<file path="config.mk">
export PLATFORM = sky130hd
export DESIGN_NAME = wash_phase_timer
export DESIGN_NICKNAME = d
export VERILOG_FILES = /design/src/rtl/wash_phase_timer.sv
export SDC_FILE = /design/constraint.sdc
export NUM_CORES = 1
export LEC_CHECK = 0
export ABC_AREA = 1
export CORE_MARGIN = 3
export CORE_UTILIZATION = 57
export CTS_BUF_LIST = sky130_fd_sc_hd__clkbuf_4
export DETAILED_ROUTE_END_ITERATION = 8
export GPL_TIMING_DRIVEN = 0
export PLACE_DENSITY_LB_ADDON = 0.08
export SKIP_CTS_REPAIR_TIMING = 1
export SYNTH_ARGS = -nofsm -noshare
export SYNTH_HDL_FRONTEND = slang
export SYNTH_SLANG_ARGS = --single-unit
</file>
<file path="constraint.sdc">
create_clock -name clk -period 4.6 [get_ports clk]
set_input_delay 0.69 -clock clk [delete_from_list [all_inputs] [get_ports clk]]
set_output_delay 0.69 -clock clk [all_outputs]
set_load 0.01 [all_outputs]
</file>
<file path="src/rtl/wash_phase_timer.sv">
// Wash-cycle sequencer: FILL -> WASH -> SPIN -> DONE with a per-cycle WASH length.
// All outputs are registered; comp_time/comp_time2 pulse on the edge that leaves WASH/FILL.
module wash_phase_timer #(
  parameter int unsigned W         = 8,
  parameter int unsigned FILL_TIME = 5,
  parameter int unsigned SPIN_TIME = 8,
  parameter int unsigned PRESET1   = 10,
  parameter int unsigned PRESET2   = 16,
  parameter int unsigned PRESET3   = 21
) (
  input  logic         clk,
  input  logic         rst_n,
  input  logic         tick,
  input  logic         start,
  input  logic         pause,
  input  logic         abort,
  input  logic [1:0]   control_preset,
  input  logic [W-1:0] washing_time,
  output logic [W-1:0] count,
  output logic [2:0]   phase,
  output logic         comp_time,
  output logic         comp_time2,
  output logic         busy,
  output logic         done,
  output logic         err
);

  typedef enum logic [2:0] {
    S_IDLE = 3'd0,
    S_FILL = 3'd1,
    S_WASH = 3'd2,
    S_SPIN = 3'd3,
    S_DONE = 3'd4
  } state_t;

  localparam logic [W-1:0] FILL_L = W'(FILL_TIME);
  localparam logic [W-1:0] SPIN_L = W'(SPIN_TIME);
  localparam logic [W-1:0] P1_L   = W'(PRESET1);
  localparam logic [W-1:0] P2_L   = W'(PRESET2);
  localparam logic [W-1:0] P3_L   = W'(PRESET3);

  state_t       state, state_n;
  logic [W-1:0] count_n;
  logic [W-1:0] target, target_n;
  logic [W-1:0] sel_target;
  logic [W-1:0] lim;
  logic         comp_n, comp2_n, err_n, busy_n, done_n;

  always_comb begin
    sel_target = washing_time;
    case (control_preset)
      2'b01:   sel_target = P1_L;
      2'b10:   sel_target = P2_L;
      2'b11:   sel_target = P3_L;
      default: sel_target = washing_time;
    endcase
  end

  always_comb begin
    lim = FILL_L;
    case (state)
      S_WASH:  lim = target;
      S_SPIN:  lim = SPIN_L;
      default: lim = FILL_L;
    endcase
  end

  always_comb begin
    state_n  = state;
    count_n  = count;
    target_n = target;
    comp_n   = 1'b0;
    comp2_n  = 1'b0;
    err_n    = 1'b0;
    case (state)
      S_IDLE, S_DONE: begin
        count_n = '0;
        if (abort) begin
          state_n = S_IDLE;
        end else if (start) begin
          if (control_preset == 2'b00 && washing_time == '0) begin
            err_n = 1'b1;
          end else begin
            target_n = sel_target;
            state_n  = S_FILL;
          end
        end
      end
      S_FILL, S_WASH, S_SPIN: begin
        if (abort) begin
          state_n = S_IDLE;
          count_n = '0;
        end else if (!pause && tick) begin
          if (count == lim - W'(1)) begin
            count_n = '0;
            comp2_n = (state == S_FILL);
            comp_n  = (state == S_WASH);
            case (state)
              S_FILL:  state_n = S_WASH;
              S_WASH:  state_n = S_SPIN;
              default: state_n = S_DONE;
            endcase
          end else begin
            count_n = count + W'(1);
          end
        end
      end
      default: begin
        state_n = S_IDLE;
        count_n = '0;
      end
    endcase
    busy_n = (state_n == S_FILL) || (state_n == S_WASH) || (state_n == S_SPIN);
    done_n = (state_n == S_DONE);
  end

  always_ff @(posedge clk or negedge rst_n) begin
    if (!rst_n) begin
      state      <= S_IDLE;
      count      <= '0;
      target     <= '0;
      comp_time  <= 1'b0;
      comp_time2 <= 1'b0;
      err        <= 1'b0;
      busy       <= 1'b0;
      done       <= 1'b0;
    end else begin
      state      <= state_n;
      count      <= count_n;
      target     <= target_n;
      comp_time  <= comp_n;
      comp_time2 <= comp2_n;
      err        <= err_n;
      busy       <= busy_n;
      done       <= done_n;
    end
  end

  assign phase = state;

endmodule

</file>
==> flow_summary.toml <==
[status]
status = "completed"

[power_and_ir_drop]
p_per_area_mw_per_mm2 = 228.0
irDropWorstVdd_mv = 0.1702
power_leakage_uw = 0.0009528

[global_route]
gr-total-overflow = 0
grt_max_degree = 25
grt_usage_pct = 23.71
antenna_found_initial = 0
grt_pass1_vias = 1484
grt_pass1_wl_mm = 6.465

[route]
viasPerCell = 5.576
drt_iter0_markers = 57
wl_per_cell_um = 13.41
vias = 1550
wl_mm = 3.727
drc = 0
drtPass1Iterations = 4
antenna_left = 0

[setup_path]
rr_worst_depth = 13
crit_start = "phase[2]$_DFF_PN0_"
arrival_ns = 2.66
crit_chain = "nor2_4, nand3_1, ha_1, xor2_1, nand3_1, nor2_2, nand3_2, nor2_4, nand3_2, nand2_1, inv_1, nor2_2, nand2_1"
reg2reg_to = "busy$_DFF_PN0_"
crit_buf_inv = 1
ff2ff_setup_slack_ns = 2.17
critPathCaptureType = "flop"
cp_slowest_stage_delay_ns = 0.50
crit_fanout = 6
cp.required_ns = 4.83
rr_startpoint = "phase[2]$_DFF_PN0_"
critPathLaunchType = "flop"
critPathSlowestCell = "dfrtp_1"
critical_path_class = "reg -> reg"
cpLargestDelayFamily = "simple AND/OR/NAND/NOR gates"

[placed_design]
post-place-cells = 274
gp_congestion = 0.8664
numPortBuffers = 31
dp_hpwl_mm = 2.993

[synth]
synth_top_area_cell = "dfrtp_1"
yosys.cell_count.top_type = "nand2_1"
synth_edf_count = 0
yosys_most_used_dff = "dfrtp_1"
yosys-top-cells-area = "dfrtp_1 38%, nand2_1 12%, nand3_1 8.8%, inv_1 7.3%, nand3_2 3.8%"
avgSynthCellArea_sq_um = 7.443
synth_cell_type_count = 27
ys_async_sr_fraction_pct = 100.0
synth-seq-cells = 24
synth_common_cells = "50 x nand2_1, 31 x inv_1, 28 x nand3_1, 24 x dfrtp_1, 14 x nor2_1"
synth_nets = 231
ys_warn_count = 0
synthesis.area_sq_mm = 0.001585
synth-seq-area-share_pct = 37.88
synthCells = 213
synth_top_area_share_pct = 37.88

[hold_path]
min_from = "target[3]$_DFFE_PN0P_"
hold_depth = 2
hold_end = "target[3]$_DFFE_PN0P_"
hp-class = "reg -> reg"

[cts]
cts_root_buf = "clkbuf_4"
clk_pin_slew_worst_paths_ns = 0.14
clock_path_buffers = 2
clock-sinks = 24
cts-htree-levels = 1
cts_tree = "done"
insertion_delay_ns = 0.32
cts_made_buffers = 3

[floorplan]
die_height_um = 58.74
initial_utilization_pct = 61.74
fp-row-count = 18
die-area_sq_mm = 0.003450
coreArea_sq_mm = 0.002567
ios = 32
die_w_um = 58.74

[sta]
fmax_ghz = 0.4110
min_period_ns = 2.433
drv_slew = 0
tightest_slew_ns = 1.048
fin_tns_setup_ns = 0
hold_viol = 0
slew_headroom_pct = 29.92
setup-violations-final = 0
finalCritPeriodShare_pct = 52.89
fin_skew_ns = 0.004323
rsz0062_at_grt = "no"

[layout]
final_cells = 278
area_growth_syn_to_layout_pct = 25.26
n_antenna_cell = 0
layout-drive-gt1-share_pct = 11.69
n_fill_cell = 191
nNetsFinal = 267

[run]
drv_cap = 0
==> flip-flops by register name, indices dropped and copies added (netlist names) <==
signal      flops
count           8
target          8
phase           3
busy            1
comp_time       1
comp_time2      1
done            1
err             1
==> kinds of logic (layout without fill, tap and decap cells) <==
logic type | Yosys count | in the layout | synth area share (%)
AOI/OAI and AO/OA | 22 | 22 | 7.971
and+or+nand+nor | 120 | 120 | 39.07
muxes | 1 | 1 | 0.6314
xor gates and xnor gates | 7 | 7 | 3.867
DFF | 24 | 24 | 37.89
buffers and inverters | 37 | 72 | 8.998
adders and majority gates | 2 | 2 | 1.578
==> layout by cell type (no fill, tap or decap), types with 2 or more instances in the layout <==
cell type         n
o22ai_1           7
inv_2             5
nor2_4            4
xor2_1            6
nand2_2           3
nand2_4           3
nor2_2            2
inv_1            31
nand2_1          50
nand3_2           6
ha_1              2
dfrtp_1          24
o21ai_0           9
clkdlybuf4s50_1  31
nand3_1          28
a31oi_1           2
nor2_1           14
nand4_1           3
clkbuf_4          3
nor3_1            4
nor4_1            2
==> final cells by class <==
| class | instances | area, sq um | area share (%) |
|---|---|---|---|
| Clock buffer | 3 | 22.52 | 1.134 |
| Timing Repair Buffer | 31 | 310.3 | 15.63 |
| Inverter | 36 | 135.1 | 6.805 |
| Clock inverter | 1 | 30.03 | 1.512 |
| Sequential cell | 24 | 600.6 | 30.25 |
| Tap cell | 30 | 37.54 | 1.890 |
| Buffer | 1 | 7.507 | 0.3781 |
| Multi-Input combinational cell | 152 | 842.1 | 42.41 |
==> routing by layer <==
layer | part of all wire (%) | track usage [%] | up-vias | wire (um)
met5 | 0 | 0 | - | 0
met4 | 0.70 | 4.207 | 0 | 26
met3 | 6.5 | 3.289 | 4 | 243
met2 | 49 | 41.32 | 56 | 1833
met1 | 44 | 31.54 | 727 | 1623
li1 | - | - | 763 | -
==> worst max path at each step <==
stage	to	slack (ns)	cells after the start
2_1_floorplan	busy$_DFF_PN0_	2.43	13
5_1_grt	phase[2]$_DFF_PN0_	2.00	13
4_1_cts	busy$_DFF_PN0_	2.15	13
3_5_place_dp	target[1]$_DFFE_PN0P_	1.97	8
6_report	busy$_DFF_PN0_	2.17	13
3_3_place_gp	target[3]$_DFFE_PN0P_	2.07	8
==> power by group <==
| part | internal (uW) | switching, uW | leakage [uW] |
|---|---|---|---|
| clock | 88.1 | 69.4 | 0.0000279 |
| combinational | 26.8 | 33.3 | 0.000603 |
| sequential | 225 | 10.7 | 0.000322 |
| total | 339 | 113 | 0.000953 |
==> per-stage QoR <==
step	worst slack [ns]	hold WS (ns)	total power (uW)	cell area, sq um	utilization (%)
final	2.167	0.5203	452.8	1986	77.34
after global placement	2.074	0.4761	296.8	1933	75.29
after CTS	2.150	0.5197	453.3	1986	77.34
after detailed placement	1.965	0.4865	299.6	1933	75.29
after floorplan	2.428	0.3944	267.0	1585	-
after global routing	1.996	0.5682	471.9	1986	77.34
==> tightest hold or removal path, delay by kind of cell (launching register included) <==
family | cells | cell delay, ns
AOI/OAI and AO/OA | 1 | 0.06
DFF | 1 | 0.38
and+or+nand+nor | 1 | 0.06
Note: power is estimated with default switching activity, not from simulation.
